File: config.mk
export PLATFORM = sky130hd
export DESIGN_NAME = cluster_bus_axi_throttle_flat
export DESIGN_NICKNAME = d
export VERILOG_FILES = /design/src/rtl/cluster_bus_axi_throttle_pkg.sv /design/src/rtl/cluster_bus_axi_throttle_if.sv /design/src/rtl/cluster_bus_axi_throttle_chan.sv /design/src/rtl/cluster_bus_axi_throttle.sv /design/src/flat_wrapper.sv
export SDC_FILE = /design/constraint.sdc
export NUM_CORES = 1
export LEC_CHECK = 0
export BUFFER_PORTS_ARGS = -buffer_cell sky130_fd_sc_hd__buf_2
export CAP_MARGIN = 10
export CORE_MARGIN = 2
export CORE_UTILIZATION = 51
export CTS_BUF_LIST = sky130_fd_sc_hd__clkbuf_16
export CTS_CLUSTER_DIAMETER = 120
export DETAILED_ROUTE_END_ITERATION = 10
export GPL_ROUTABILITY_DRIVEN = 0
export PLACE_DENSITY = 0.84
export SLEW_MARGIN = 30
export SYNTH_ARGS = -nofsm -noshare
export SYNTH_HDL_FRONTEND = slang
export SYNTH_SLANG_ARGS = --single-unit
File: constraint.sdc
create_clock -name clk_i -period 3.34 [get_ports clk_i]
set_input_delay 0.167 -clock clk_i [delete_from_list [all_inputs] [get_ports clk_i]]
set_output_delay 0.167 -clock clk_i [all_outputs]
set_load 0.01 [all_outputs]
File: src/rtl/cluster_bus_axi_throttle_pkg.sv
// ============================================================================
// Package : cluster_bus_axi_throttle_pkg
// Brief   : Shared types and helpers for the cluster-bus AXI throttle.
// Revision: 1.0 - initial release
// ============================================================================
`default_nettype none

package cluster_bus_axi_throttle_pkg;

   typedef enum logic [0:0] {
      IDLE    = 1'b0,
      PENDING = 1'b1
   } throttle_chan_state_e;

   localparam logic [0:0] C_ST_IDLE    = 1'b0;
   localparam logic [0:0] C_ST_PENDING = 1'b1;

   function automatic logic [1:0] commit_count(input logic a, input logic b);
      return {1'b0, a} + {1'b0, b};
   endfunction

endpackage

`default_nettype wire

File: src/rtl/cluster_bus_axi_throttle_if.sv
// ============================================================================
// Interface : cluster_bus_axi_throttle_if
// Brief     : AW/AR valid-ready gating signals plus observed B/R handshakes.
// Revision  : 1.0 - initial release
// ============================================================================
`default_nettype none

interface cluster_bus_axi_throttle_if;
   logic slv_aw_valid;
   logic slv_aw_ready;
   logic mst_aw_valid;
   logic mst_aw_ready;
   logic slv_ar_valid;
   logic slv_ar_ready;
   logic mst_ar_valid;
   logic mst_ar_ready;
   logic b_valid;
   logic b_ready;
   logic r_valid;
   logic r_ready;
   logic r_last;

   // Throttle side
   modport slave (
      input  slv_aw_valid, mst_aw_ready, slv_ar_valid, mst_ar_ready,
      input  b_valid, b_ready, r_valid, r_ready, r_last,
      output slv_aw_ready, mst_aw_valid, slv_ar_ready, mst_ar_valid
   );

   // Crossbar/SoC environment side
   modport master (
      output slv_aw_valid, mst_aw_ready, slv_ar_valid, mst_ar_ready,
      output b_valid, b_ready, r_valid, r_ready, r_last,
      input  slv_aw_ready, mst_aw_valid, slv_ar_ready, mst_ar_valid
   );
endinterface

`default_nettype wire

File: src/rtl/cluster_bus_axi_throttle_chan.sv
// ============================================================================
// Module  : cluster_bus_throttle_chan
// Brief   : One address channel: IDLE/PENDING gate, outstanding counter, cap.
// Revision: 1.0 - initial release
// ============================================================================
`default_nettype none

module cluster_bus_throttle_chan
   import cluster_bus_axi_throttle_pkg::*;
#(
   parameter int unsigned CNT_W = 5
) (
   input  logic             clk_i,
   input  logic             rst_ni,
   input  logic             en_i,
   input  logic [CNT_W-1:0] max_i,
   input  logic             token_ok_i,
   input  logic             slv_valid_i,
   output logic             slv_ready_o,
   output logic             mst_valid_o,
   input  logic             mst_ready_i,
   input  logic             dec_i,
   output logic [CNT_W-1:0] cnt_o,
   output logic             idle_o,
   output logic             cap_ok_o,
   output logic             commit_o,
   output logic             stall_o,
   output logic             underflow_o
);

   logic [0:0]       r_state;
   logic [CNT_W-1:0] r_cnt;
   logic             w_idle;
   logic             w_cap_ok;
   logic             w_allow;
   logic             w_gate;
   logic             w_commit;

   assign w_idle   = (r_state == C_ST_IDLE);
   assign w_cap_ok = (max_i == '0) || (r_cnt < max_i);
   assign w_allow  = !en_i || (w_cap_ok && token_ok_i);
   // Once a request is committed the gate stays open so valid is never withdrawn
   assign w_gate   = !w_idle || w_allow;
   assign w_commit = w_idle && slv_valid_i && w_allow;

   assign mst_valid_o = slv_valid_i && w_gate;
   assign slv_ready_o = mst_ready_i && w_gate;
   assign stall_o     = w_idle && slv_valid_i && !w_allow;
   assign underflow_o = dec_i && !w_commit && (r_cnt == '0);
   assign commit_o    = w_commit;
   assign idle_o      = w_idle;
   assign cap_ok_o    = w_cap_ok;
   assign cnt_o       = r_cnt;

   always_ff @(posedge clk_i or negedge rst_ni) begin
      if (!rst_ni) begin
         r_state <= C_ST_IDLE;
         r_cnt   <= '0;
      end else begin
         case (r_state)
            C_ST_IDLE:    if (w_commit && !mst_ready_i) r_state <= C_ST_PENDING;
            C_ST_PENDING: if (slv_valid_i && mst_ready_i) r_state <= C_ST_IDLE;
            default:      r_state <= C_ST_IDLE;
         endcase

         if (w_commit && !dec_i) begin
            if (r_cnt != '1) r_cnt <= r_cnt + CNT_W'(1);
         end else if (dec_i && !w_commit) begin
            if (r_cnt != '0) r_cnt <= r_cnt - CNT_W'(1);
         end
      end
   end

endmodule

`default_nettype wire

File: src/rtl/cluster_bus_axi_throttle.sv
// ============================================================================
// Module  : cluster_bus_axi_throttle
// Brief   : Outstanding-cap and per-period burst-budget throttle for AW/AR.
// Revision: 1.0 - initial release
// ============================================================================
`default_nettype none

module cluster_bus_axi_throttle
   import cluster_bus_axi_throttle_pkg::*;
#(
   parameter  int unsigned MAX_TXNS = 16,
   parameter  int unsigned PERIOD_W = 16,
   parameter  int unsigned BUDGET_W = 8,
   localparam int unsigned CNT_W    = $clog2(MAX_TXNS + 1)
) (
   input  logic                clk_i,
   input  logic                rst_ni,
   input  logic                en_i,
   input  logic [CNT_W-1:0]    max_rd_i,
   input  logic [CNT_W-1:0]    max_wr_i,
   input  logic [BUDGET_W-1:0] budget_i,
   input  logic [PERIOD_W-1:0] period_i,
   cluster_bus_axi_throttle_if.slave bus,
   output logic [CNT_W-1:0]    wr_outstanding_o,
   output logic [CNT_W-1:0]    rd_outstanding_o,
   output logic                stall_o,
   output logic                err_o
);

   logic [PERIOD_W-1:0] r_period_cnt;
   logic [PERIOD_W-1:0] w_period_last;
   logic [BUDGET_W-1:0] r_tokens;
   logic [BUDGET_W-1:0] w_token_eff;
   logic [BUDGET_W-1:0] w_tokens_nxt;
   logic [1:0]          w_commits;
   logic                r_prio;
   logic                r_err;
   logic                w_token_ok;
   logic                w_contend;
   logic                w_tok_ok_aw, w_tok_ok_ar;
   logic                w_aw_idle, w_ar_idle;
   logic                w_aw_cap_ok, w_ar_cap_ok;
   logic                w_aw_commit, w_ar_commit;
   logic                w_aw_stall, w_ar_stall;
   logic                w_aw_uf, w_ar_uf;
   logic                w_b_hs, w_r_last_hs;

   assign w_b_hs      = bus.b_valid && bus.b_ready;
   assign w_r_last_hs = bus.r_valid && bus.r_ready && bus.r_last;

   assign w_period_last = (period_i == '0) ? '0 : period_i - PERIOD_W'(1);
   assign w_token_eff   = (r_period_cnt == '0) ? budget_i : r_tokens;
   assign w_token_ok    = (budget_i == '0) || (w_token_eff != '0);

   // A single remaining token with both channels ready to commit goes to one side only
   assign w_contend = en_i && (budget_i != '0) && (w_token_eff == BUDGET_W'(1)) &&
                      w_aw_idle && w_ar_idle && bus.slv_aw_valid && bus.slv_ar_valid &&
                      w_aw_cap_ok && w_ar_cap_ok;
   assign w_tok_ok_ar = w_token_ok && !(w_contend && r_prio);
   assign w_tok_ok_aw = w_token_ok && !(w_contend && !r_prio);

   assign w_commits    = commit_count(w_aw_commit, w_ar_commit);
   assign w_tokens_nxt = (w_token_eff > BUDGET_W'(w_commits)) ?
                         w_token_eff - BUDGET_W'(w_commits) : '0;

   always_ff @(posedge clk_i or negedge rst_ni) begin
      if (!rst_ni) begin
         r_period_cnt <= '0;
         r_tokens     <= '0;
         r_prio       <= 1'b0;
         r_err        <= 1'b0;
      end else begin
         r_period_cnt <= (r_period_cnt >= w_period_last) ? '0 : r_period_cnt + PERIOD_W'(1);
         r_tokens     <= w_tokens_nxt;
         if (w_contend) r_prio <= !r_prio;
         r_err        <= r_err || w_aw_uf || w_ar_uf;
      end
   end

   cluster_bus_throttle_chan #(.CNT_W(CNT_W)) u_aw_chan (
      .clk_i       (clk_i),
      .rst_ni      (rst_ni),
      .en_i        (en_i),
      .max_i       (max_wr_i),
      .token_ok_i  (w_tok_ok_aw),
      .slv_valid_i (bus.slv_aw_valid),
      .slv_ready_o (bus.slv_aw_ready),
      .mst_valid_o (bus.mst_aw_valid),
      .mst_ready_i (bus.mst_aw_ready),
      .dec_i       (w_b_hs),
      .cnt_o       (wr_outstanding_o),
      .idle_o      (w_aw_idle),
      .cap_ok_o    (w_aw_cap_ok),
      .commit_o    (w_aw_commit),
      .stall_o     (w_aw_stall),
      .underflow_o (w_aw_uf)
   );

   cluster_bus_throttle_chan #(.CNT_W(CNT_W)) u_ar_chan (
      .clk_i       (clk_i),
      .rst_ni      (rst_ni),
      .en_i        (en_i),
      .max_i       (max_rd_i),
      .token_ok_i  (w_tok_ok_ar),
      .slv_valid_i (bus.slv_ar_valid),
      .slv_ready_o (bus.slv_ar_ready),
      .mst_valid_o (bus.mst_ar_valid),
      .mst_ready_i (bus.mst_ar_ready),
      .dec_i       (w_r_last_hs),
      .cnt_o       (rd_outstanding_o),
      .idle_o      (w_ar_idle),
      .cap_ok_o    (w_ar_cap_ok),
      .commit_o    (w_ar_commit),
      .stall_o     (w_ar_stall),
      .underflow_o (w_ar_uf)
   );

   assign stall_o = w_aw_stall || w_ar_stall;
   assign err_o   = r_err;

endmodule

`default_nettype wire
File: src/flat_wrapper.sv
// flat-port wrapper written by rule: the top's interface ports become plain ports
module cluster_bus_axi_throttle_flat import cluster_bus_axi_throttle_pkg::*;
#(
   parameter  int unsigned MAX_TXNS = 16,
   parameter  int unsigned PERIOD_W = 16,
   parameter  int unsigned BUDGET_W = 8,
   localparam int unsigned CNT_W    = $clog2(MAX_TXNS + 1)
)
  (clk_i, rst_ni, en_i, max_rd_i, max_wr_i, budget_i, period_i, wr_outstanding_o, rd_outstanding_o, stall_o, err_o, bus_slv_aw_valid, bus_mst_aw_ready, bus_slv_ar_valid, bus_mst_ar_ready, bus_b_valid, bus_b_ready, bus_r_valid, bus_r_ready, bus_r_last, bus_slv_aw_ready, bus_mst_aw_valid, bus_slv_ar_ready, bus_mst_ar_valid);
  cluster_bus_axi_throttle_if bus_i ();
  input  logic clk_i;
  input  logic rst_ni;
  input  logic en_i;
  input  logic [CNT_W-1:0] max_rd_i;
  input  logic [CNT_W-1:0] max_wr_i;
  input  logic [BUDGET_W-1:0] budget_i;
  input  logic [PERIOD_W-1:0] period_i;
  output logic [CNT_W-1:0] wr_outstanding_o;
  output logic [CNT_W-1:0] rd_outstanding_o;
  output logic stall_o;
  output logic err_o;
  input wire logic [$bits(bus_i.slv_aw_valid)-1:0] bus_slv_aw_valid;
  input wire logic [$bits(bus_i.mst_aw_ready)-1:0] bus_mst_aw_ready;
  input wire logic [$bits(bus_i.slv_ar_valid)-1:0] bus_slv_ar_valid;
  input wire logic [$bits(bus_i.mst_ar_ready)-1:0] bus_mst_ar_ready;
  input wire logic [$bits(bus_i.b_valid)-1:0] bus_b_valid;
  input wire logic [$bits(bus_i.b_ready)-1:0] bus_b_ready;
  input wire logic [$bits(bus_i.r_valid)-1:0] bus_r_valid;
  input wire logic [$bits(bus_i.r_ready)-1:0] bus_r_ready;
  input wire logic [$bits(bus_i.r_last)-1:0] bus_r_last;
  output wire logic [$bits(bus_i.slv_aw_ready)-1:0] bus_slv_aw_ready;
  output wire logic [$bits(bus_i.mst_aw_valid)-1:0] bus_mst_aw_valid;
  output wire logic [$bits(bus_i.slv_ar_ready)-1:0] bus_slv_ar_ready;
  output wire logic [$bits(bus_i.mst_ar_valid)-1:0] bus_mst_ar_valid;
  assign bus_i.slv_aw_valid = bus_slv_aw_valid;
  assign bus_i.mst_aw_ready = bus_mst_aw_ready;
  assign bus_i.slv_ar_valid = bus_slv_ar_valid;
  assign bus_i.mst_ar_ready = bus_mst_ar_ready;
  assign bus_i.b_valid = bus_b_valid;
  assign bus_i.b_ready = bus_b_ready;
  assign bus_i.r_valid = bus_r_valid;
  assign bus_i.r_ready = bus_r_ready;
  assign bus_i.r_last = bus_r_last;
  assign bus_slv_aw_ready = bus_i.slv_aw_ready;
  assign bus_mst_aw_valid = bus_i.mst_aw_valid;
  assign bus_slv_ar_ready = bus_i.slv_ar_ready;
  assign bus_mst_ar_valid = bus_i.mst_ar_valid;
  cluster_bus_axi_throttle #(.MAX_TXNS(MAX_TXNS), .PERIOD_W(PERIOD_W), .BUDGET_W(BUDGET_W)) u_core (.clk_i(clk_i), .rst_ni(rst_ni), .en_i(en_i), .max_rd_i(max_rd_i), .max_wr_i(max_wr_i), .budget_i(budget_i), .period_i(period_i), .bus(bus_i), .wr_outstanding_o(wr_outstanding_o), .rd_outstanding_o(rd_outstanding_o), .stall_o(stall_o), .err_o(err_o));
endmodule
# After elaboration in Yosys (flattened, before gate mapping)
# Index checks and enable logic that the tools add are counted.
[classes]
eq_ne = 5
addsub = 8
bitwise = 2
order_cmp = 4
mux = 18
n_reduce_logical = 76
[op_table]
columns = ["cell", "n"]
rows = [
  ["$mux W5", 8],
  ["$logic_and A1 B1 Y1", 37],
  ["$logic_not A16 Y1", 2],
  ["$mux W16", 2],
  ["$logic_not A5 Y1", 4],
  ["$add A16 B1 Y16 const B", 1],
  ["$ge A16 B16 Y1", 1],
  ["$mux W8", 2],
  ["$reduce_bool A8 Y1", 2],
  ["$sub A16 B1 Y16 const B", 1],
  ["$logic_not A1 Y1", 12],
  ["$add A5 B1 Y5 const B", 2],
  ["$logic_or A1 B1 Y1", 10],
  ["$lt A5 B5 Y1", 2],
  ["$ne A5 B5 Y1 const B", 2],
  ["$reduce_bool A5 Y1", 2],
  ["$sub A5 B1 Y5 const B", 2],
  ["$eq A8 B1 Y1 const B", 1],
  ["$gt A8 B2 Y1", 1],
  ["$logic_not A8 Y1", 1],
  ["$reduce_bool A2 Y1", 4],
  ["$sub A8 B2 Y8", 1],
  ["$reduce_and A3 Y1", 2],
  ["$mux W1", 4],
  ["other kinds (4)", 7],
]
[totals]
elab_cells = 121
output_inout_bits = 16
inputBits = 46
reg_bits = 38

# Logic depth before layout (Yosys ltp)
[depth]
depth_word = 21
ltp_mapped = 18
mapped_depth_nobuf = 18

# By module
# Synthesis repeated with hierarchy kept, for this count alone.
[hier_totals]
cells_unflattened = 409
hier_area_um2 = 3545.9
[modules_own_cells]
columns = ["mod", "seq_area_each_um2", "area_per_inst_um2", "instances", "cells_per_inst"]
rows = [
  ["cluster_bus_axi_throttle", 650.6, 2309.7, 1, 281],
  ["cluster_bus_throttle_chan", 150.1, 618.1, 2, 64],
]

# Least setup slack after synthesis
# Ideal clock, no wire load.
[synth_timing]
kind = "register to register"
startpoint = "register u_core.u_ar_chan.r_cnt[3], in the netlist u_core.u_ar_chan.cnt_o[3]"
endpoint = "register u_core.r_tokens[2]"
stages_incl_launch_ff = 15
path_buffers = 0
t_required_ns = 3.190
t_arrival_ns = 3.506
slack_ns = -0.316
period_less_slack_ns = 3.656
setup_ns = 0.150
path_cell_list = "dfrtp_1 ha_1 or4_1 a21oi_2 or3_2 a41o_1 a31oi_1 o21ai_2 inv_1 ha_1 ha_1 inv_1 fa_1 a211oi_1 nor2_1"
[synth_between]
elab_chain_cells = 12
elab_cells_between_ends = 19
cone_classes = "2 x add/sub; 2 x order compare; 1 x mux; 14 x reduce/logical"
[synth_rtl]
columns = ["item", "line", "source"]
rows = [
  ["from (decl)", "cluster_bus_axi_throttle_chan.sv:32", "logic [CNT_W-1:0] r_cnt;"],
  ["from (signal assigned)", "cluster_bus_axi_throttle_chan.sv:67", "if (r_cnt != '1) r_cnt <= r_cnt + CNT_W'(1);"],
  ["from (signal assigned)", "cluster_bus_axi_throttle_chan.sv:69", "if (r_cnt != '0) r_cnt <= r_cnt - CNT_W'(1);"],
  ["$lt A5 B5 Y1 *", "cluster_bus_axi_throttle_chan.sv:40", "assign w_cap_ok = (max_i == '0) || (r_cnt < max_i);"],
  ["$logic_or A1 B1 Y1 *", "cluster_bus_axi_throttle_chan.sv:40", ""],
  ["$logic_and A1 B1 Y1", "cluster_bus_axi_throttle.sv:58", "w_aw_cap_ok && w_ar_cap_ok;"],
  ["$logic_and A1 B1 Y1 (on tied branches)", "cluster_bus_axi_throttle.sv:60, cluster_bus_axi_throttle.sv:59", ""],
  ["$logic_not A1 Y1 (on tied branches)", "cluster_bus_axi_throttle.sv:60, cluster_bus_axi_throttle.sv:59", ""],
  ["$logic_and A1 B1 Y1 (on tied branches)", "cluster_bus_axi_throttle.sv:60, cluster_bus_axi_throttle.sv:59", ""],
  ["$logic_and A1 B1 Y1", "cluster_bus_axi_throttle_chan.sv:41", "assign w_allow = !en_i || (w_cap_ok && token_ok_i);"],
  ["$logic_or A1 B1 Y1", "cluster_bus_axi_throttle_chan.sv:41", ""],
  ["$logic_and A1 B1 Y1", "cluster_bus_axi_throttle_chan.sv:44", "assign w_commit = w_idle && slv_valid_i && w_allow;"],
  ["$add A1 B1 Y2 *", "cluster_bus_axi_throttle_pkg.sv:19", "return {1'b0, a} + {1'b0, b};"],
  ["$sub A8 B2 Y8 / $gt A8 B2 Y1 (equally long branches)", "cluster_bus_axi_throttle.sv:64, cluster_bus_axi_throttle.sv:63", ""],
  ["$mux W8 *", "cluster_bus_axi_throttle.sv:63", "assign w_tokens_nxt = (w_token_eff > BUDGET_W'(w_commits)) ?"],
  ["via u_core.w_tokens_nxt[2]", "cluster_bus_axi_throttle.sv:34", "logic [BUDGET_W-1:0] w_tokens_nxt;"],
  ["to (signal assigned)", "cluster_bus_axi_throttle.sv:74", "r_tokens <= w_tokens_nxt;"],
  ["to (decl)", "cluster_bus_axi_throttle.sv:32", "logic [BUDGET_W-1:0] r_tokens;"],
]
# Mark *: on every way through the listed nets, which the timed path passes. The rest lies on a longest branch.
# A chain may end at the register's enable or synchronous reset.

# Final worst setup path
[layout_timing]
startpoint = "register u_core.u_ar_chan.r_cnt[1], in the netlist u_core.u_ar_chan.cnt_o[1]"
endpoint = "register u_core.r_tokens[3]"
# The elaborated chain is that of the path after synthesis.

==> flow_summary.yaml <==
outcome:
  outcome: "finished, violations left"
  violations: "negative setup slack"
cts:
  clkLatencyLatePin_ns: 0.28
  cts_tree: "yes"
  path_clk_slew_ns: 0.06
  cts.sink_count: 38
  clockBufferDepth: 2
  numCtsBuffers: 5
  root_buffer: "clkbuf_16"
  htreeDepth: 2
placed_design:
  io_buffers: 61
  numPlacedInstances: 565
  hpwl_um: 6241
  dpl-instance-area_um2: 4146
timing:
  slew_headroom_pct: 66.94
  fin_crit_sh_pct: 102.2
  fin_hold_ws_ns: 0.07459
  tightest_slew_ns: 0.4959
  clock_skew_ns: 0.005158
  fin_ws_ns: -0.07429
  hold_violations: 0
  finalSetupViolations: 8
  setup-tns-final_ns: -0.2616
  fmax_mhz: 292.9
  min_period_ns: 3.414
  rsz0062_at_grt: "yes"
  slew_violations: 0
yosys:
  synth_top_area_share_pct: 28.18
  syn_inst: 389
  synth_cell_types: 48
  syn-cell-area_um2: 3374
  ys_async_sr_fraction_pct: 100.0
  ys_seq_area_share_pct: 28.18
  ys_ff_latch: 38
  yosys_warnings: 0
  synth_flop_cell: "dfrtp_1"
  syn_avg_cell_area_um2: 8.675
  syn-num-nets: 474
  yosys.area.top_type: "dfrtp_1"
  synth-edff-count: 0
  synth.top_cells.by_area: "dfrtp_1, ha_1, xor2_1"
setup_path:
  critical-path-top-delay-family: "simple AND/OR/NAND/NOR gates"
  endpoint: "u_core.r_tokens[3]"
  crit_chain: "ha_2, or4_4, a21oi_4, or3_4, a41o_1, a31oi_2, o21ai_2, inv_2, ha_4, ha_4, inv_2, a21o_1, buf_4, or3_4, a21oi_2, a21oi_1, nor2_1"
  worstPathArrival_ns: 3.62
  crit_buf_inv: 3
  critical_path_required_ns: 3.55
  critPathSlowestCell: "or4_4"
  crit_path_end_kind: "flop"
  reg2reg_depth: 17
  path_max_fanout: 3
  criticalPathCategory: "reg -> reg"
  worstReg2RegEnd: "u_core.r_tokens[3]"
  critPathLaunchType: "flop"
  cpPeakStageDelay_ns: 0.54
  r2r_setup_slack_ns: -0.07
  r2r-start: "u_core.u_ar_chan.cnt_o[1]"
  crit_cells: 17
  startpoint: "u_core.u_ar_chan.cnt_o[1]"
power_and_ir_drop:
  ir_worst_vdd_mv: 0.6369
  total_power_mw: 3.189
  p_leak_nw: 2.299
  p_per_area_nw_per_um2: 701.3
die:
  rows: 29
  io_pins: 62
  core_area_um2: 6386
  initial_utilization_pct: 52.84
  die-height_um: 85.34
  die_area_um2: 7283
  die_w_um: 85.34
routing:
  drt_first_iter_violations: 166
  postRouteAntennaNets: 0
  vias_per_cell: 5.583
  vias: 3283
  drc_errors: 0
  routed_wl_um: 8712
  routedWlPerCell_um: 14.82
  drt_pass1_iterations: 4
grt:
  gr-total-overflow: 0
  grt_start_max_net_pins: 39
  grt_pass1_vias: 3209
  grt_use_total_pct: 23.49
  grt_antenna_before_repair: 0
  grt_pass1_wl_um: 13940
min_path:
  min_from: "bus_mst_aw_ready"
  hold_path.class: "in -> reg"
finish:
  layout-drive-gt1-share_pct: 36.01
  fin_area_um2: 4547
  ff_latch_area_um2: 954.7
  layout.cells.non_filler: 588
  antenna_cells: 0
  nFillCells: 463
  area_delta_synth_final_pct: 34.74
  nets: 595
  multi_input_area_um2: 2514
job:
  maxCapViolations: 0
-- sequential cells by signal, indices dropped and copies added, names as in the netlist --
register	flops
u_core.r_period_cnt	16
u_core.err_o	1
u_core.u_aw_chan.r_state	1
u_core.r_tokens	8
u_core.u_aw_chan.cnt_o	5
u_core.u_ar_chan.r_state	1
u_core.r_prio	1
u_core.u_ar_chan.cnt_o	5
-- layer usage --
metal,GRT usage (%),vias to the layer above,part of all wire (%)
met5,0,-,0
met4,9.091,0,3.2
met3,2.918,23,4.9
met2,43.47,107,52
met1,27.41,1544,39
li1,-,1609,-
-- kinds of logic (layout without fill, tap and decap cells) --
kind of cell,Yosys count,count (layout),share of synthesized area [%]
xor gates and xnor gates,39,39,10.12
muxes,18,18,6.044
and+or+nand+nor,160,160,24.70
adders and majority gates,39,39,15.13
DFF,38,38,28.18
buffers and inverters,30,152,3.337
AOI/OAI and AO/OA,65,65,12.50
-- placed cells by master, fill, tap and decap left out, types with 5 or more instances in the layout --
master	netlist	layout
dfrtp_1	38	35
a21oi_1	26	22
a21o_1	11	10
nand2_1	21	21
xor2_1	27	27
inv_1	26	22
nand2b_1	8	8
and3_1	7	7
or3_1	6	6
buf_4	0	56
inv_2	0	5
clkbuf_16	0	5
nor4_1	7	7
nor2_1	55	48
ha_1	36	28
xnor2_1	12	11
o21ai_0	12	8
nand3_1	15	15
nor3_1	10	10
buf_2	0	60
nor2b_1	8	8
ha_4	0	5
mux2i_1	10	10
-- through the flow --
step	util (%)	setup slack (ns)
6_report	71.20	-0.07429
5_1_grt	71.20	-0.1980
4_1_cts	69.18	-0.04613
3_5_place_dp	64.93	-0.2186
3_3_place_gp	64.93	-0.1031
2_1_floorplan	-	-0.05908
-- worst reg2reg max path, cell delays in order (launching register included) --
cell and delay [ns]:
dfrtp_2 0.41, ha_2 0.18, or4_4 0.54, a21oi_4 0.14, or3_4 0.15, a41o_1 0.16
a31oi_2 0.11, o21ai_2 0.18, inv_2 0.07, ha_4 0.27, ha_4 0.12, inv_2 0.04
a21o_1 0.22, buf_4 0.15, or3_4 0.32, a21oi_2 0.13, a21oi_1 0.05, nor2_1 0.11
-- Yosys cell counts (2+ instances only) --
master / instances
a21oi_2: 2
nor2b_1: 8
nor2_1: 55
or3_2: 3
xnor2_1: 12
fa_1: 3
mux2_2: 4
a21o_1: 11
o21a_1: 4
dfrtp_1: 38
nand2_1: 21
xor2_1: 27
nand2b_1: 8
nor4_1: 7
mux2i_1: 10
a211oi_1: 2
and2_1: 2
a21oi_1: 26
mux2_4: 3
inv_1: 26
nand4_1: 3
and3_1: 7
clkbuf_1: 4
or3_1: 6
ha_1: 36
a31oi_1: 2
o21ai_0: 12
nand3_1: 15
or4_1: 4
nor3_1: 10
-- power by group --
part,internal (mW),leakage (nW),switching (mW),total (mW)
clock,0.273,0.0750,0.182,0.455
combinational,0.996,1.75,0.942,1.94
sequential,0.633,0.469,0.163,0.795
total,1.90,2.30,1.29,3.19
-- worst min path at each step --
stage                                      to  depth (start not counted)
global placement    u_core.u_aw_chan.cnt_o[2]                          1
global route         u_core.u_aw_chan.r_state                          2
floorplan                        u_core.err_o                          0
detailed placement  u_core.u_aw_chan.cnt_o[0]                          1
finish               u_core.u_aw_chan.r_state                          2
CTS                 u_core.u_ar_chan.cnt_o[0]                          1
-- cell type report --
type / instances / share of cell area, %
clock buffer: 5 / 2.752
clock inverter: 3 / 0.3853
inverter: 26 / 2.146
multi-input combinational: 321 / 55.28
sequential: 38 / 21.00
tap: 77 / 2.119
timing repair buffer: 118 / 16.32
-- timing repair --
| item | CTS | global route |
|---|---|---|
| pin swaps | 8 | 15 |
| endpoints found under the hold margin | 0 | 38 |
| gates resized for setup | 11 | 23 |
| buffers inserted | 12 | 2 |
| setup endpoints to repair | 10 | 29 |
| hold buffers | 0 | 1 |
No activity file was read; power rests on OpenSTA's default activity.
